[config.mk]
export PLATFORM = sky130hd
export DESIGN_NAME = multicycle_control
export DESIGN_NICKNAME = d
export VERILOG_FILES = /design/src/rtl/mips_pkg.sv /design/src/rtl/opcode_class.sv /design/src/rtl/multicycle_control.sv
export SDC_FILE = /design/constraint.sdc
export NUM_CORES = 1
export LEC_CHECK = 0
export BUFFER_PORTS_ARGS = -buffer_cell sky130_fd_sc_hd__buf_2
export CORE_MARGIN = 4
export CORE_UTILIZATION = 55
export DETAILED_ROUTE_END_ITERATION = 12
export HOLD_SLACK_MARGIN = 0.05
export PLACE_DENSITY_LB_ADDON = 0.2
export SYNTH_ARGS = -nofsm -noshare
export SYNTH_HDL_FRONTEND = slang
export SYNTH_SLANG_ARGS = --single-unit
[constraint.sdc]
create_clock -name clk -period 4.4 [get_ports clk]
set_input_delay 0.44 -clock clk [delete_from_list [all_inputs] [get_ports clk]]
set_output_delay 0.44 -clock clk [all_outputs]
set_load 0.05 [all_outputs]
[src/rtl/mips_pkg.sv]
// Shared MIPS32 definitions: opcode constants, sequencer state and datapath control encodings.
package mips_pkg;

  localparam int unsigned OP_W     = 6;
  localparam int unsigned ALU_OP_W = 2;
  localparam int unsigned PC_SRC_W = 2;

  localparam logic [OP_W-1:0] OP_RTYPE = 6'd0;
  localparam logic [OP_W-1:0] OP_J     = 6'd2;
  localparam logic [OP_W-1:0] OP_BEQ   = 6'd4;
  localparam logic [OP_W-1:0] OP_ADDI  = 6'd8;
  localparam logic [OP_W-1:0] OP_SLTI  = 6'd10;
  localparam logic [OP_W-1:0] OP_ANDI  = 6'd12;
  localparam logic [OP_W-1:0] OP_ORI   = 6'd13;
  localparam logic [OP_W-1:0] OP_XORI  = 6'd14;
  localparam logic [OP_W-1:0] OP_LW    = 6'd35;
  localparam logic [OP_W-1:0] OP_SW    = 6'd43;

  typedef enum logic [3:0] {
    ST_IDLE   = 4'd0,
    ST_FETCH  = 4'd1,
    ST_DECODE = 4'd2,
    ST_EXEC   = 4'd3,
    ST_MEM_RD = 4'd4,
    ST_MEM_WR = 4'd5,
    ST_WB_ALU = 4'd6,
    ST_WB_MEM = 4'd7,
    ST_BRANCH = 4'd8,
    ST_JUMP   = 4'd9,
    ST_TRAP   = 4'd10
  } state_e;

  typedef enum logic [ALU_OP_W-1:0] {
    ALU_ADD   = 2'b00,
    ALU_SUB   = 2'b01,
    ALU_FUNCT = 2'b10,
    ALU_IMM   = 2'b11
  } alu_op_e;

  typedef enum logic [PC_SRC_W-1:0] {
    PC_SEQ    = 2'b00,
    PC_BRANCH = 2'b01,
    PC_JUMP   = 2'b10
  } pc_src_e;

endpackage

[src/rtl/opcode_class.sv]
// Combinational opcode classifier shared by the sequencer's next-state and output decode.
module opcode_class
  import mips_pkg::*;
(
  input  logic [OP_W-1:0] op,
  output logic            is_rtype,
  output logic            is_imm,
  output logic            is_load,
  output logic            is_store,
  output logic            is_branch,
  output logic            is_jump,
  output logic            is_illegal
);

  always_comb begin
    is_rtype   = 1'b0;
    is_imm     = 1'b0;
    is_load    = 1'b0;
    is_store   = 1'b0;
    is_branch  = 1'b0;
    is_jump    = 1'b0;
    is_illegal = 1'b0;
    case (op)
      OP_RTYPE: is_rtype  = 1'b1;
      OP_ADDI,
      OP_SLTI,
      OP_ANDI,
      OP_ORI,
      OP_XORI:  is_imm    = 1'b1;
      OP_LW:    is_load   = 1'b1;
      OP_SW:    is_store  = 1'b1;
      OP_BEQ:   is_branch = 1'b1;
      OP_J:     is_jump   = 1'b1;
      default:  is_illegal = 1'b1;
    endcase
  end

endmodule

[src/rtl/multicycle_control.sv]
// Multi-cycle MIPS32 sequencer: walks each instruction through fetch/decode/execute/memory/write-back,
// owns the single-port memory handshake and counts retired instructions.
module multicycle_control
  import mips_pkg::*;
#(
  parameter int unsigned CNT_W = 32
) (
  input  logic                clk,
  input  logic                rst_n,
  input  logic [OP_W-1:0]     opCode,
  input  logic                alu_zero,
  input  logic                mem_ready,
  output logic                mem_req,
  output logic                mem_we,
  output logic                iord,
  output logic                ir_we,
  output logic                pc_we,
  output logic [PC_SRC_W-1:0] pc_src,
  output logic                reg_we,
  output logic                outReg,
  output logic                i2,
  output logic                regI,
  output logic [ALU_OP_W-1:0] alu_op,
  output logic                illegal,
  output logic [CNT_W-1:0]    instret
);

  state_e           state_q, state_d;
  logic [OP_W-1:0]  op_q, op_d;
  logic [CNT_W-1:0] instret_q, instret_d;
  logic             illegal_q, illegal_d;
  logic             retire_c;

  logic is_rtype, is_imm, is_load, is_store, is_branch, is_jump, is_illegal;

  // Classify the live opcode in DECODE and the latched one everywhere after it.
  always_comb begin
    op_d = op_q;
    if (state_q == ST_DECODE) op_d = opCode;
  end

  opcode_class u_opcode_class (
    .op         (op_d),
    .is_rtype   (is_rtype),
    .is_imm     (is_imm),
    .is_load    (is_load),
    .is_store   (is_store),
    .is_branch  (is_branch),
    .is_jump    (is_jump),
    .is_illegal (is_illegal)
  );

  always_ff @(posedge clk) begin
    if (!rst_n) begin
      state_q   <= ST_IDLE;
      op_q      <= '0;
      instret_q <= '0;
      illegal_q <= 1'b0;
    end else begin
      state_q   <= state_d;
      op_q      <= op_d;
      instret_q <= instret_d;
      illegal_q <= illegal_d;
    end
  end

  // Next-state and control decode; outputs follow state, with handshake-dependent strobes.
  always_comb begin
    state_d  = state_q;
    retire_c = 1'b0;
    mem_req  = 1'b0;
    mem_we   = 1'b0;
    iord     = 1'b0;
    ir_we    = 1'b0;
    pc_we    = 1'b0;
    pc_src   = PC_SEQ;
    reg_we   = 1'b0;
    outReg   = 1'b0;
    i2       = 1'b0;
    regI     = 1'b0;
    alu_op   = ALU_ADD;

    case (state_q)
      ST_IDLE: state_d = ST_FETCH;

      ST_FETCH: begin
        mem_req = 1'b1;
        if (mem_ready) begin
          ir_we   = 1'b1;
          pc_we   = 1'b1;
          state_d = ST_DECODE;
        end
      end

      ST_DECODE: begin
        if (is_illegal)     state_d = ST_TRAP;
        else if (is_branch) state_d = ST_BRANCH;
        else if (is_jump)   state_d = ST_JUMP;
        else                state_d = ST_EXEC;
      end

      ST_EXEC: begin
        i2 = !is_rtype;
        if (is_rtype)                       alu_op = ALU_FUNCT;
        else if (is_imm && op_q != OP_ADDI) alu_op = ALU_IMM;
        if (is_load)       state_d = ST_MEM_RD;
        else if (is_store) state_d = ST_MEM_WR;
        else               state_d = ST_WB_ALU;
      end

      ST_MEM_RD: begin
        mem_req = 1'b1;
        iord    = 1'b1;
        if (mem_ready) state_d = ST_WB_MEM;
      end

      ST_MEM_WR: begin
        mem_req = 1'b1;
        iord    = 1'b1;
        mem_we  = 1'b1;
        if (mem_ready) begin
          retire_c = 1'b1;
          state_d  = ST_FETCH;
        end
      end

      ST_WB_ALU: begin
        reg_we   = 1'b1;
        outReg   = is_rtype;
        retire_c = 1'b1;
        state_d  = ST_FETCH;
      end

      ST_WB_MEM: begin
        reg_we   = 1'b1;
        regI     = 1'b1;
        retire_c = 1'b1;
        state_d  = ST_FETCH;
      end

      ST_BRANCH: begin
        alu_op   = ALU_SUB;
        pc_src   = PC_BRANCH;
        pc_we    = alu_zero;
        retire_c = 1'b1;
        state_d  = ST_FETCH;
      end

      ST_JUMP: begin
        pc_we    = 1'b1;
        pc_src   = PC_JUMP;
        retire_c = 1'b1;
        state_d  = ST_FETCH;
      end

      ST_TRAP: state_d = ST_TRAP;

      default: state_d = ST_IDLE;
    endcase
  end

  // Counter wraps naturally; the trap flag is sticky until reset.
  always_comb begin
    instret_d = instret_q;
    if (retire_c) instret_d = instret_q + CNT_W'(1);
    illegal_d = illegal_q | (state_d == ST_TRAP);
  end

  assign instret = instret_q;
  assign illegal = illegal_q;

endmodule

======== Word-level counts from Yosys, hierarchy flattened ========
Cells that the tools add are included.
cells by class
  mux-type cells .......................... 31
  $add $sub $neg .......................... 1
  equal/unequal tests ..................... 21
  reductions and logical operators ........ 11
  bitwise gates (word level) .............. 1
operators by type and width
  cell                     count
  $add A32 B1 Y32 const B  1
  $eq A6 B4 Y1 const B     5
  $pmux W4 S7              1
  $mux W4                  6
  $eq A4 B3 Y1 const B     4
  $eq A4 B4 Y1 const B     4
  $mux W1                  15
  $eq A6 B6 Y1 const B     2
  $reduce_or A10 Y1        1
  $reduce_or A5 Y1         2
  $eq A4 B2 Y1 const B     2
  $mux W2                  4
  $pmux W2 S2              2
  $eq A6 B2 Y1 const B     1
  $eq A6 B3 Y1 const B     1
  $logic_not A6 Y1         1
  $mux W6                  1
  $ne A6 B4 Y1 const B     1
  $eq A4 B1 Y1 const B     1
  $logic_not A4 Y1         1
  $reduce_or A2 Y1         2
  $reduce_or A4 Y1         1
  $pmux W1 S3              1
  $reduce_or A3 Y1         1
  4 further kinds          4
word-level totals
  bits of input ports ..................... 10
  register bits ........................... 43
  output and inout bits ................... 46

======== Depth between registers and ports, before layout ========
Gate-level depths: netlist of run 1.
  word-level depth ........................ 10
  gate-level depth with buffers ........... 7

======== By module ========
Synthesis of run 1 repeated with hierarchy kept, for this count alone.
second synthesis, totals
  cell total of the unflattened synthesis .. 298
  area, all modules ....................... 2473.6 sq um
modules (own cells, without submodules)
  module              area each (sq um)  cells an instance  times used  seq. area each (sq um)
  multicycle_control  2366.0             281                1           860.8
  opcode_class        107.6              17                 1           0.0

======== Least setup slack after synthesis of run 1 ========
No wires, ideal clock.
  path kind ............................... register to output
  start ................................... register state_q[3]
  end ..................................... output outReg
  slack ................................... 1.310 ns
  stages on the path, launching flop included .. 6
  data arrival time ....................... 2.650 ns
  cells stage by stage .................... dfxtp_1 or4b_1 clkbuf_1 or4_1 o31a_1 nor3_1
on the way
  word-level cells in the longest chain between the ends .. 5
  elaborated cells between the ends (all ways) .. 6
  classes of those cells .................. 2 x eq/ne; 3 x mux; 1 x reduce/logical
RTL lines
  item                    RTL line                  text
  start, declared         multicycle_control.sv:28  state_e state_q, state_d;
  start signal, assigned  multicycle_control.sv:60  state_q <= state_d;
  $eq A4 B2 Y1            multicycle_control.sv:39  if (state_q == ST_DECODE) op_d = opCode;
  $mux W6                 multicycle_control.sv:39
  $logic_not A6 Y1        opcode_class.sv:23        case (op)
  $mux W1                 opcode_class.sv:23
  $mux W1 (*)             multicycle_control.sv:83  case (state_q)
  end, declared           multicycle_control.sv:20  output logic outReg,
Mark *: on every way between the ends. The rest lies on a longest branch, timed or not.

======== Final worst setup path of run 1 ========
  start ................................... register state_q[1]
  end ..................................... output outReg
The elaborated chain is that of the path after synthesis.

==> summary.txt, run 1 <==
Critical path
  • Kind of critical path: flip-flop to output pin
  • CP Cell Sequence: or4b_1, or4_1, o31a_1, nor3_1, buf_2
  • CP endpoint kind: output pin
  • Critical Path AT: about 2.7 ns
  • Crit path largest cell delay: approximately 0.64 ns
  • WP data required: 3.96 ns
  • Max Fanout on Critical Path: 16
  • CP Launch Type: flip-flop
  • Crit-path slowest cell: or4b_1

Die
  • # IOs: 56
  • Core outline area: 0.00412 sq mm
  • Width of the die: 74.3 um
  • Starting Density: 58.7%
  • Die area: 0.00551 sq mm
  • Die height: 74.3 um
  • Num rows: 23

Logic synthesis
  • Sequential element share of the synthesized area: 35.6%
  • Top-count cell post-synth: dfxtp_1
  • Yosys top cell by area: dfxtp_1
  • YS warnings: 0
  • Number of synthesized flops with an enable pin: 0
  • Yosys top cell area share: between 30 and 40%
  • Top_reg_cell synth: dfxtp_1
  • Synth Cell Area: 0.00241 sq mm
  • Post-Syn Nets: 330
  • Post-Synthesis Cells: around 320
  • Syn_area_per_cell: 7.57 sq um
  • Yosys cell types: 45
  • Largest cells by area after synthesis: dfxtp_1 (36%), nand2_1 (5.9%), a21oi_1 (5.8%)
  • #FFs+latches synth: 43
  • Async set-reset flop share out of synthesis: 0%
  • Synth cell count leaders: dfxtp_1 (43), nand2_1 (38), nor2_1 (33)

Clock tree
  • Resized Gates After CTS: 0
  • TritonCTS buffer count: 5
  • Clk Latency, worst-skew pair: 0.30 ns
  • Clk pin slew, worst setup/hold paths: approximately 0.080 ns
  • CTS Sinks: 43
  • Setup bufs post-CTS: 0
  • CTS tree: yes
  • Root Driver: clkbuf_8
  • H-tree Lvls: 2
  • Hold Buf Count CTS: 0
  • Longest Clk Path Bufs: 2

Drt
  • DR vias/cell: 6.00
  • 1st-iter DRT viols: 209
  • Post-route ant nets: 0
  • TritonRoute pass-1 iters: 4
  • # DRC: 0
  • Routed WL: 6.01 mm
  • DR WL/cell: 14.4 um
  • Via count: 2,497

Placed design
  • Detail Placement HPWL: 4.19 mm
  • Port Buf Inserts: 55
  • RD Place Congestion: 0.912
  • Placed Area: 0.00270 sq mm

Global route
  • Vias in the first global route: 2,228
  • Pin count of the biggest net entering global routing: 39
  • Initial antenna violation count: 0
  • First-pass GRT wire length: 10.1 mm
  • Total Routing Usage GR: around 23%
  • GRT overflow: 0

Hold path
  • Min-Delay Path Class: primary input to flip-flop

STA
  • Final Hold Viols: 0
  • Slew Limit Fails: 0
  • Endpoints failing setup: 0
  • Max_slew headroom: 19.3%
  • Final worst path period share: 70.3%
  • RSZ-0062 raised after global routing: no
  • Setup_tns: 0 ns
  • Max Clock Freq: ~0.32 GHz
  • Clk_skew: 0.00615 ns
  • Final critical-path required period: 3.09 ns
  • Hold slack: 0.414 ns
  • Worst slew pin tran: 1.21 ns

Pwr
  • Leak: 1.05 nW
  • Power per cell area: 320 mW/mm^2
  • VDD IR max: 216 uV

Flow run
  • Max-cap check violation count: 0

Run status
  • Status: completed

Final layout
  • Antenna cells: 0
  • Design Area, Final: between 0.002 and 0.003 sq mm
  • Fraction of layout cells with a size suffix above 1: 19.9%
  • Area Growth Syn to Fin: 16.6%
  • Filler cell count: approximately 370
  • Register area: 861 sq um
  • Area occupied by multi-input gates: 0.00145 sq mm
  • Final layout net count: 376
layout make-up:
| class | instances | share of cell area (%) |
|---|---|---|
| timing repair buffer | 55 | 9.78 |
| sequential | 43 | 30.6 |
| tap | 50 | 2.22 |
| clock inverter | 2 | 1.24 |
| inverter | 13 | 1.73 |
| multi-input combinational | 247 | 51.5 |
| clock buffer | 6 | 2.93 |
report_power, final:
| part | total, mW | internal (mW) | switching (mW) |
|---|---|---|---|
| registers | 0.422 | 0.398 | 0.0235 |
| clock network | 0.319 | 0.184 | 0.135 |
| logic | 0.161 | 0.0560 | 0.105 |
| total | 0.901 | 0.638 | 0.264 |
routing by layer:
metal | wire length [um] | GRT usage [%]
met5 | 0 | 0
met4 | 23 | 5.93
met3 | 356 | 4.19
met2 | 2910 | 35.9
met1 | 2710 | 31.8
flip-flops by register name, summed over array words and instances (netlist names):
register	flops
state_q	4
instret	32
illegal	1
op_q	6
logic make-up after synthesis:
| family | after synthesis | share of synthesized area [%] |
|---|---|---|
| DFF | 43 | 35.6 |
| muxes | 2 | 0.829 |
| xor gates and xnor gates | 16 | 5.80 |
| adders and majority gates | 1 | 0.518 |
| and+or+nand+nor | 156 | 34.6 |
| buffers and inverters | 29 | 4.56 |
| AOI/OAI and AO/OA | 72 | 18.1 |
through the flow:
step	power, mW	cells	setup slack, ns	utilization, %
after global placement	0.587	408	1.70	65.6
after global routing	0.939	416	1.10	68.4
after CTS	0.904	416	1.33	68.4
after detailed placement	0.589	408	1.66	65.6
after floorplan	0.553	319	1.31	-
final	0.901	416	1.31	68.4
critical path, delay by kind of cell, from the launching register on:
kind	cells	cell delay, ns
DFF	1	0.61
AOI/OAI and AO/OA	1	0.14
and+or+nand+nor	3	1.31
buffers and inverters	1	0.28
placed cells by master, fill, tap and decap left out, drive strengths merged, types with 5 or more instances in the layout:
| cell type | n |
|---|---|
| or3 | 15 |
| a21oi | 28 |
| buf | 55 |
| nand4b | 5 |
| o31ai | 5 |
| dfxtp | 43 |
| nor2 | 33 |
| clkbuf | 6 |
| nand2 | 38 |
| o21ai | 19 |
| nand2b | 6 |
| nand4 | 13 |
| nor3 | 11 |
| inv | 13 |
| nand3 | 8 |
| nor4 | 10 |
| xnor2 | 14 |
path summary, 6_finish.rpt:
kind / startpoint / end / slack (ns) / cells past startpoint
worst max register to register: state_q[2]$_SDFF_PN0_ / instret[21]$_SDFFE_PN0P_ / 1.59 / 5
worst min-delay path: opCode[4] / op_q[4]$_SDFF_PN0_ / 0.41 / 3
worst max-delay path: state_q[1]$_SDFF_PN0_ / outReg / 1.31 / 5
worst min register to register: illegal$_SDFF_PN0_ / illegal$_SDFF_PN0_ / 0.48 / 2
(Power assumes the default switching activity.)
==> run 2: changes to the inputs <==
- CORE_UTILIZATION: 55 -> 54
- clock period: 4.4 -> 2.95 ns (I/O delays scaled with it)
==> summary.txt, run 2 (synthesis gave the netlist of run 1 again) <==
Run status
  • Status: completed

Pwr
  • Leak: 1.11 nW (+5.3%)
  • Power per cell area: 491 mW/mm^2 (+53%)
  • Comb power frac: 19.0% (+1.1 points)
  • Clk network pwr share: 38.2% (+2.8 points)
  • P_sw: 0.402 mW (+52%)
  • VDD IR max: 464 uV (+120%)
  • Seq pwr share: 42.8% (-4.0 points)
  • Int Pwr: 1.03 mW (+61%)
  • Sw Ratio: 28.1% (-1.2 points)

STA
  • Clk_skew: 0.00801 ns (+0.00186 ns)
  • Endpoints failing setup: 0 (unchanged)
  • Final critical-path required period: roughly 2.7 ns
  • Setup_tns: 0 ns (unchanged)
  • Worst setup margin: 0.214 ns (-1.09 ns)
  • Final worst path period share: between 90 and 100%
  • Worst slew pin tran: 0.681 ns (-0.527 ns)
  • Final Hold Viols: 0 (unchanged)
  • Max_slew headroom: 54.5% (+35 points)
  • RSZ-0062 raised after global routing: no
  • Slew Limit Fails: 0 (unchanged)
  • Max Clock Freq: 0.366 GHz

Clock tree
  • Hold Buf Count CTS: 0 (unchanged)
  • Clk Latency, worst-skew pair: 0.30 ns (about the same)
  • Root Driver: clkbuf_8
  • H-tree Lvls: 2 (unchanged)
  • CTS Sinks: 43 (unchanged)
  • Setup bufs post-CTS: 0 (unchanged)
  • CTS tree: yes
  • Resized Gates After CTS: 0 (unchanged)
  • TritonCTS buffer count: 5 (unchanged)
  • Clk pin slew, worst setup/hold paths: 0.08 ns (about the same)
  • Longest Clk Path Bufs: 2 (unchanged)

Hold path
  • Min-Delay Path Class: primary input to flip-flop
  • WHS Path Cells: 3 (unchanged)
  • Hold path startpoint: opCode[4]
  • Hold Path End: op_q[4]$_SDFF_PN0_

Drt
  • Post-route ant nets: 0 (unchanged)
  • Via count: 2,524 (+1.1%)
  • DR WL/cell: 14.0 um (-3.3%)
  • # DRC: 0 (unchanged)
  • DR vias/cell: 5.90 (-1.8%)
  • 1st-iter DRT viols: 136 (-35%)
  • Routed WL: 5.98 mm (-0.50%)
  • TritonRoute pass-1 iters: 4 (unchanged)

Placed design
  • Dpl cells: 420 (+2.9%)
  • RD Place Congestion: 0.845 (-7.3%)
  • Port Buf Inserts: 55 (unchanged)
  • Placed Area: 0.00278 sq mm (+2.9%)
  • Detail Placement HPWL: 4.27 mm (+2.0%)
  • DP Worst Slack: 0.455 ns (-1.21 ns)

Global route
  • Initial antenna violation count: 0 (unchanged)
  • First-pass GRT wire length: 9.68 mm (-4.1%)
  • Vias in the first global route: 2,198 (-1.3%)
  • GRT overflow: 0 (unchanged)
  • Total Routing Usage GR: 21.8% (-0.80 points)
  • Pin count of the biggest net entering global routing: 23 (-41%)

Critical path
  • CP endpoint kind: output pin
  • WP data required: 2.65 ns (-1.31 ns)
  • Reg2Reg Depth: 5 (unchanged)
  • Origin of the critical flop-to-flop path: state_q[2]$_SDFF_PN0_
  • R2R Path End: instret[13]$_SDFFE_PN0P_
  • Kind of critical path: flip-flop to output pin
  • CP Launch Type: flip-flop
  • Max Fanout on Critical Path: 15 (-1)
  • Critical Path AT: 2.44 ns (-0.21 ns)
  • Worst reg-to-reg setup slack: 0.53 ns (-1.06 ns)

Final layout
  • Final layout net count: 386 (+2.7%)
  • Max reg flops: 32 (unchanged)
  • Non-Filler Instances: 428 (+2.9%)
  • Commonest non-fill, non-tap cell in the layout: buf_2
  • Design Area, Final: 0.00292 sq mm (+3.6%)
  • Antenna cells: 0 (unchanged)
  • Filler cell count: 365 (-1.9%)
  • Final Util: 67.0% (-1.5 points)
  • Area Growth Syn to Fin: 20.7%
  • Fraction of layout cells with a size suffix above 1: 22.3% (+2.4 points)
  • Highest-count cells in the layout ignoring fill and taps: buf_2 (55), dfxtp_1 (43), nand2_1 (38)

Die
  • Die height: 74.9 um (+0.82%)
  • Die area: 0.00561 sq mm (+1.6%)
  • Width of the die: 74.9 um (+0.82%)
  • Num rows: 24 (+4.3%)
  • # IOs: 56 (unchanged)
  • Starting Density: 55.5% (-3.2 points)
  • Core outline area: 0.00435 sq mm (+5.8%)

Flow run
  • Max-cap check violation count: 0 (unchanged)
[run 2: cell count changes in the layout (fill, tap and decap cells not counted), sizes merged]
cell	previous run	this run
buf	55	65
clkinvlp	0	1
clkbuf	6	5
bufinv	1	2
clkinv	1	0
[run 2: stage by stage]
| stage | power, mW | hold WS [ns] |
|---|---|---|
| 6_report | 1.43 | 0.270 |
| 5_1_grt | 1.49 | 0.271 |
| 4_1_cts | 1.43 | 0.264 |
| 3_5_place_dp | 0.892 | 0.469 |
| 3_3_place_gp | 0.889 | 0.452 |
| 2_1_floorplan | 0.825 | 0.431 |
[run 2: worst max path at each step]
stage                          startpoint   endpoint
global route        state_q[2]$_SDFF_PN0_     outReg
finish              state_q[2]$_SDFF_PN0_  alu_op[1]
CTS                 state_q[2]$_SDFF_PN0_  alu_op[1]
detailed placement  state_q[2]$_SDFF_PN0_  alu_op[1]
global placement    state_q[2]$_SDFF_PN0_     outReg
floorplan           state_q[3]$_SDFF_PN0_     outReg
[run 2: per-layer routing]
layer | vias to the layer above | GRT usage (%) | routed length (um) | part of all wire (%)
met1 | 1174 | 29.4 | 2710 | 45
li1 | 1267 | - | - | -
met3 | 9 | 4.27 | 351 | 5.9
met5 | - | 0 | 0 | 0
met4 | 0 | 8.50 | 90 | 1.5
met2 | 74 | 34.4 | 2830 | 47
[run 2: area by class of cell]
cell class | count | area (sq um) | area share [%]
timing repair buffer | 65 | 350 | 12.0
clock buffer | 5 | 68.8 | 2.36
sequential | 43 | 861 | 29.5
clock inverter | 3 | 67.6 | 2.32
inverter | 13 | 48.8 | 1.67
multi-input combinational | 247 | 1450 | 49.9
tap | 52 | 65.1 | 2.23
[run 2: critical path: stages, from the launching register on]
cell and delay [ns]:
dfxtp_1 0.46, or4b_4 0.61, or4_1 0.51, o31a_1 0.14, a21oi_1 0.13, buf_2 0.28
[run 2: power by group through the flow]
stage / registers [mW] / clock network [mW] / logic [mW]
after global placement: 0.624 / 0 / 0.265
after detailed placement: 0.625 / 0 / 0.267
final: 0.613 / 0.546 / 0.272
after global routing: 0.615 / 0.582 / 0.297
after floorplan: 0.624 / 0 / 0.201
after CTS: 0.611 / 0.555 / 0.268
==> run 3: changes to the inputs <==
- SYNTH_HIERARCHICAL: not set -> 1
==> summary.txt, run 3 <==
Critical path
  • CP endpoint kind: output pin
  • Max Fanout on Critical Path: 7 (-8)
  • Crit-path slowest cell: mux2_2
  • CP Launch Type: flip-flop
  • Critical path buffers and inverters: 3 (+2)
  • Crit path largest cell delay: 0.39 ns (-0.22 ns)
  • WP data required: 2.65 ns (about the same)
  • Worst path top cell family by delay: simple AND/OR/NAND/NOR gates
  • Critical Path AT: 2.51 ns (+0.07 ns)
  • Kind of critical path: flip-flop to output pin
  • CP Cell Sequence: nor4b_2, buf_4, mux2_2, nor2_1, nand2_1, nor3_2, inv_1, nor3_4, clkbuf_4

Hold path
  • Min-Delay Path Class: primary input to flip-flop

Final layout
  • Filler cell count: 389 (+6.6%)
  • Area Growth Syn to Fin: 17.3%
  • Commonest non-fill, non-tap cell in the layout: buf_2
  • Final layout net count: 358 (-7.3%)
  • Antenna cells: 0 (unchanged)
  • Fraction of layout cells with a size suffix above 1: 25.1% (+2.7 points)
  • Max reg flops: 32 (unchanged)
  • Final Util: 66.2% (-0.77 points)
  • Highest-count cells in the layout ignoring fill and taps: buf_2 (54), dfxtp_1 (43), a21oi_1 (25)
  • Design Area, Final: 0.00290 sq mm (-0.47%)

Placed design
  • Port Buf Inserts: 55 (unchanged)
  • DP Worst Slack: 0.302 ns (-0.153 ns)
  • Placed Area: 0.00279 sq mm (+0.59%)
  • RD Place Congestion: 0.794 (-6.0%)
  • Detail Placement HPWL: 4.16 mm (-2.6%)

Clock tree
  • Hold Buf Count CTS: 0 (unchanged)
  • TritonCTS buffer count: 5 (unchanged)
  • H-tree Lvls: 2 (unchanged)
  • Root Driver: clkbuf_8
  • Setup bufs post-CTS: 0 (unchanged)
  • CTS Sinks: 43 (unchanged)
  • Clk pin slew, worst setup/hold paths: 0.07 ns (about the same)
  • Clk Latency, worst-skew pair: 0.30 ns (about the same)
  • Longest Clk Path Bufs: 2 (unchanged)
  • CTS tree: yes

Global route
  • First-pass GRT wire length: 9.98 mm (+3.1%)
  • Initial antenna violation count: 0 (unchanged)
  • Total Routing Usage GR: 22.3% (+0.50 points)
  • Vias in the first global route: 2,200 (+0.091%)
  • Pin count of the biggest net entering global routing: 55 (+140%)
  • GRT overflow: 0 (unchanged)

Logic synthesis
  • Post-Syn Nets: 309 (-6.4%)
  • Synth Cell Area: 0.00247 sq mm (+2.4%)
  • Largest cells by area after synthesis: dfxtp_1 (35%), a21oi_1 (5.1%), o31ai_1 (4.9%)
  • Yosys top cell by area: dfxtp_1
  • Sequential element share of the synthesized area: 34.8% (-0.85 points)
  • Yosys top cell area share: 34.8% (-0.85 points)
  • Async set-reset flop share out of synthesis: 0% (unchanged)
  • Top-count cell post-synth: dfxtp_1
  • YS warnings: 6 (+6)
  • Syn_area_per_cell: 8.30 sq um (+9.7%)
  • Top_reg_cell synth: dfxtp_1
  • Number of synthesized flops with an enable pin: 0 (unchanged)
  • Yosys cell types: 46 (+2.2%)
  • Synth cell count leaders: dfxtp_1 (43), a21oi_1 (25), nand2_1 (21)
  • #FFs+latches synth: 43 (unchanged)
  • Post-Synthesis Cells: 298 (-6.6%)

STA
  • Endpoints failing setup: 0 (unchanged)
  • Max_slew headroom: 59.4% (+4.9 points)
  • Final critical-path required period: 2.81 ns (+0.0714 ns)
  • Hold slack: 0.417 ns (+0.148 ns)
  • Worst slew pin tran: 0.593 ns (-0.0884 ns)
  • Final Hold Viols: 0 (unchanged)
  • Max Clock Freq: 0.356 GHz (-2.5%)
  • Worst setup margin: 0.143 ns (-0.0714 ns)
  • RSZ-0062 raised after global routing: no
  • Clk_skew: 0.00772 ns (-0.000289 ns)
  • Final worst path period share: 95.2% (+2.4 points)
  • Slew Limit Fails: 0 (unchanged)

Pwr
  • Sw Ratio: 29.8% (+1.8 points)
  • Comb power frac: 22.5% (+3.5 points)
  • VDD IR max: 242 uV (-48%)
  • Total power: 1.34 mW (-6.1%)
  • Int Pwr: 0.943 mW (-8.4%)
  • Clk network pwr share: 32.6% (-5.6 points)
  • Leak: 1.15 nW (+4.2%)
  • P_sw: 0.401 mW (-0.21%)
  • Power per cell area: 463 mW/mm^2 (-5.6%)
  • Seq pwr share: 44.9% (+2.1 points)

Die
  • Num rows: 24 (unchanged)
  • Width of the die: 75.7 um (+1.1%)
  • Starting Density: 56.4% (+0.96 points)
  • Die area: 0.00573 sq mm (+2.2%)
  • Die height: 75.7 um (+1.1%)
  • Core outline area: 0.00438 sq mm (+0.69%)
  • # IOs: 56 (unchanged)

Drt
  • 1st-iter DRT viols: 181 (+33%)
  • # DRC: 0 (unchanged)
  • Routed WL: 5.95 mm (-0.47%)
  • Via count: 2,456 (-2.7%)
  • DR WL/cell: 14.9 um (+6.8%)
  • Post-route ant nets: 0 (unchanged)
  • TritonRoute pass-1 iters: 4 (unchanged)
  • DR vias/cell: 6.16 (+4.4%)

Run status
  • Status: completed

Flow run
  • Max-cap check violation count: 0 (unchanged)
[run 3: path summary, 6_finish.rpt]
| kind | slack (ns) | from | to | cells past startpoint |
|---|---|---|---|---|
| worst max-delay path | 0.14 | state_q[2]$_SDFF_PN0_ | outReg | 9 |
| worst min-delay path | 0.42 | opCode[5] | op_q[5]$_SDFF_PN0_ | 3 |
| worst max register to register | 0.36 | state_q[2]$_SDFF_PN0_ | illegal$_SDFF_PN0_ | 9 |
| worst min register to register | 0.48 | instret[31]$_SDFFE_PN0P_ | instret[31]$_SDFFE_PN0P_ | 2 |
[run 3: kinds of logic after synthesis]
group           share of synthesized area (%)
compound gates                           16.9
xor+xnor                                0.354
fa+ha+maj                               0.506
buf+inv                                  5.51
flops                                    34.8
mux                                      6.37
simple gates                             35.6
[run 3: what timing repair did]
action | CTS | global route
endpoints found under the setup margin | 1 | 1
gates resized for setup | 1 | 1
hold endpoints to repair | 0 | 0
[run 3: worst reg2reg max path, delay by kind of cell, from the launching register on]
family	cells	cell delay (ns)
and+or+nand+nor	5	0.88
AOI/OAI and AO/OA	2	0.76
muxes	1	0.39
DFF	1	0.32
buffers and inverters	1	0.20
[run 3: metrics by stage]
step | setup TNS, ns | cells
finish | 0 | 399
global route | 0 | 399
CTS | 0 | 399
detailed placement | 0 | 392
global placement | 0 | 392
floorplan | -0.457 | 298
[run 3: final cells by class]
| cell class | count | area [sq um] | share of cell area, % |
|---|---|---|---|
| sequential | 43 | 861 | 29.7 |
| clock buffer | 6 | 72.6 | 2.50 |
| inverter | 8 | 30.0 | 1.03 |
| timing repair buffer | 63 | 338 | 11.6 |
| tap | 52 | 65.1 | 2.24 |
| multi-input combinational | 226 | 1510 | 51.9 |
| clock inverter | 1 | 30.0 | 1.03 |
[run 3: metal layers]
layer | wire length, um | up-vias | GRT usage, %
met3 | 350 | 11 | 5.01
met2 | 2760 | 70 | 35.9
met1 | 2750 | 1145 | 29.8
li1 | - | 1230 | -
met4 | 90 | 0 | 7.18
met5 | 0 | - | 0
[run 3: power by group through the flow]
stage          registers (mW)  logic (mW)  clock network [mW]
6_report                0.604       0.302               0.438
5_1_grt                 0.605       0.330               0.470
3_3_place_gp            0.616       0.291                   0
2_1_floorplan           0.623       0.228                   0
3_5_place_dp            0.617       0.296                   0
4_1_cts                 0.603       0.301               0.448
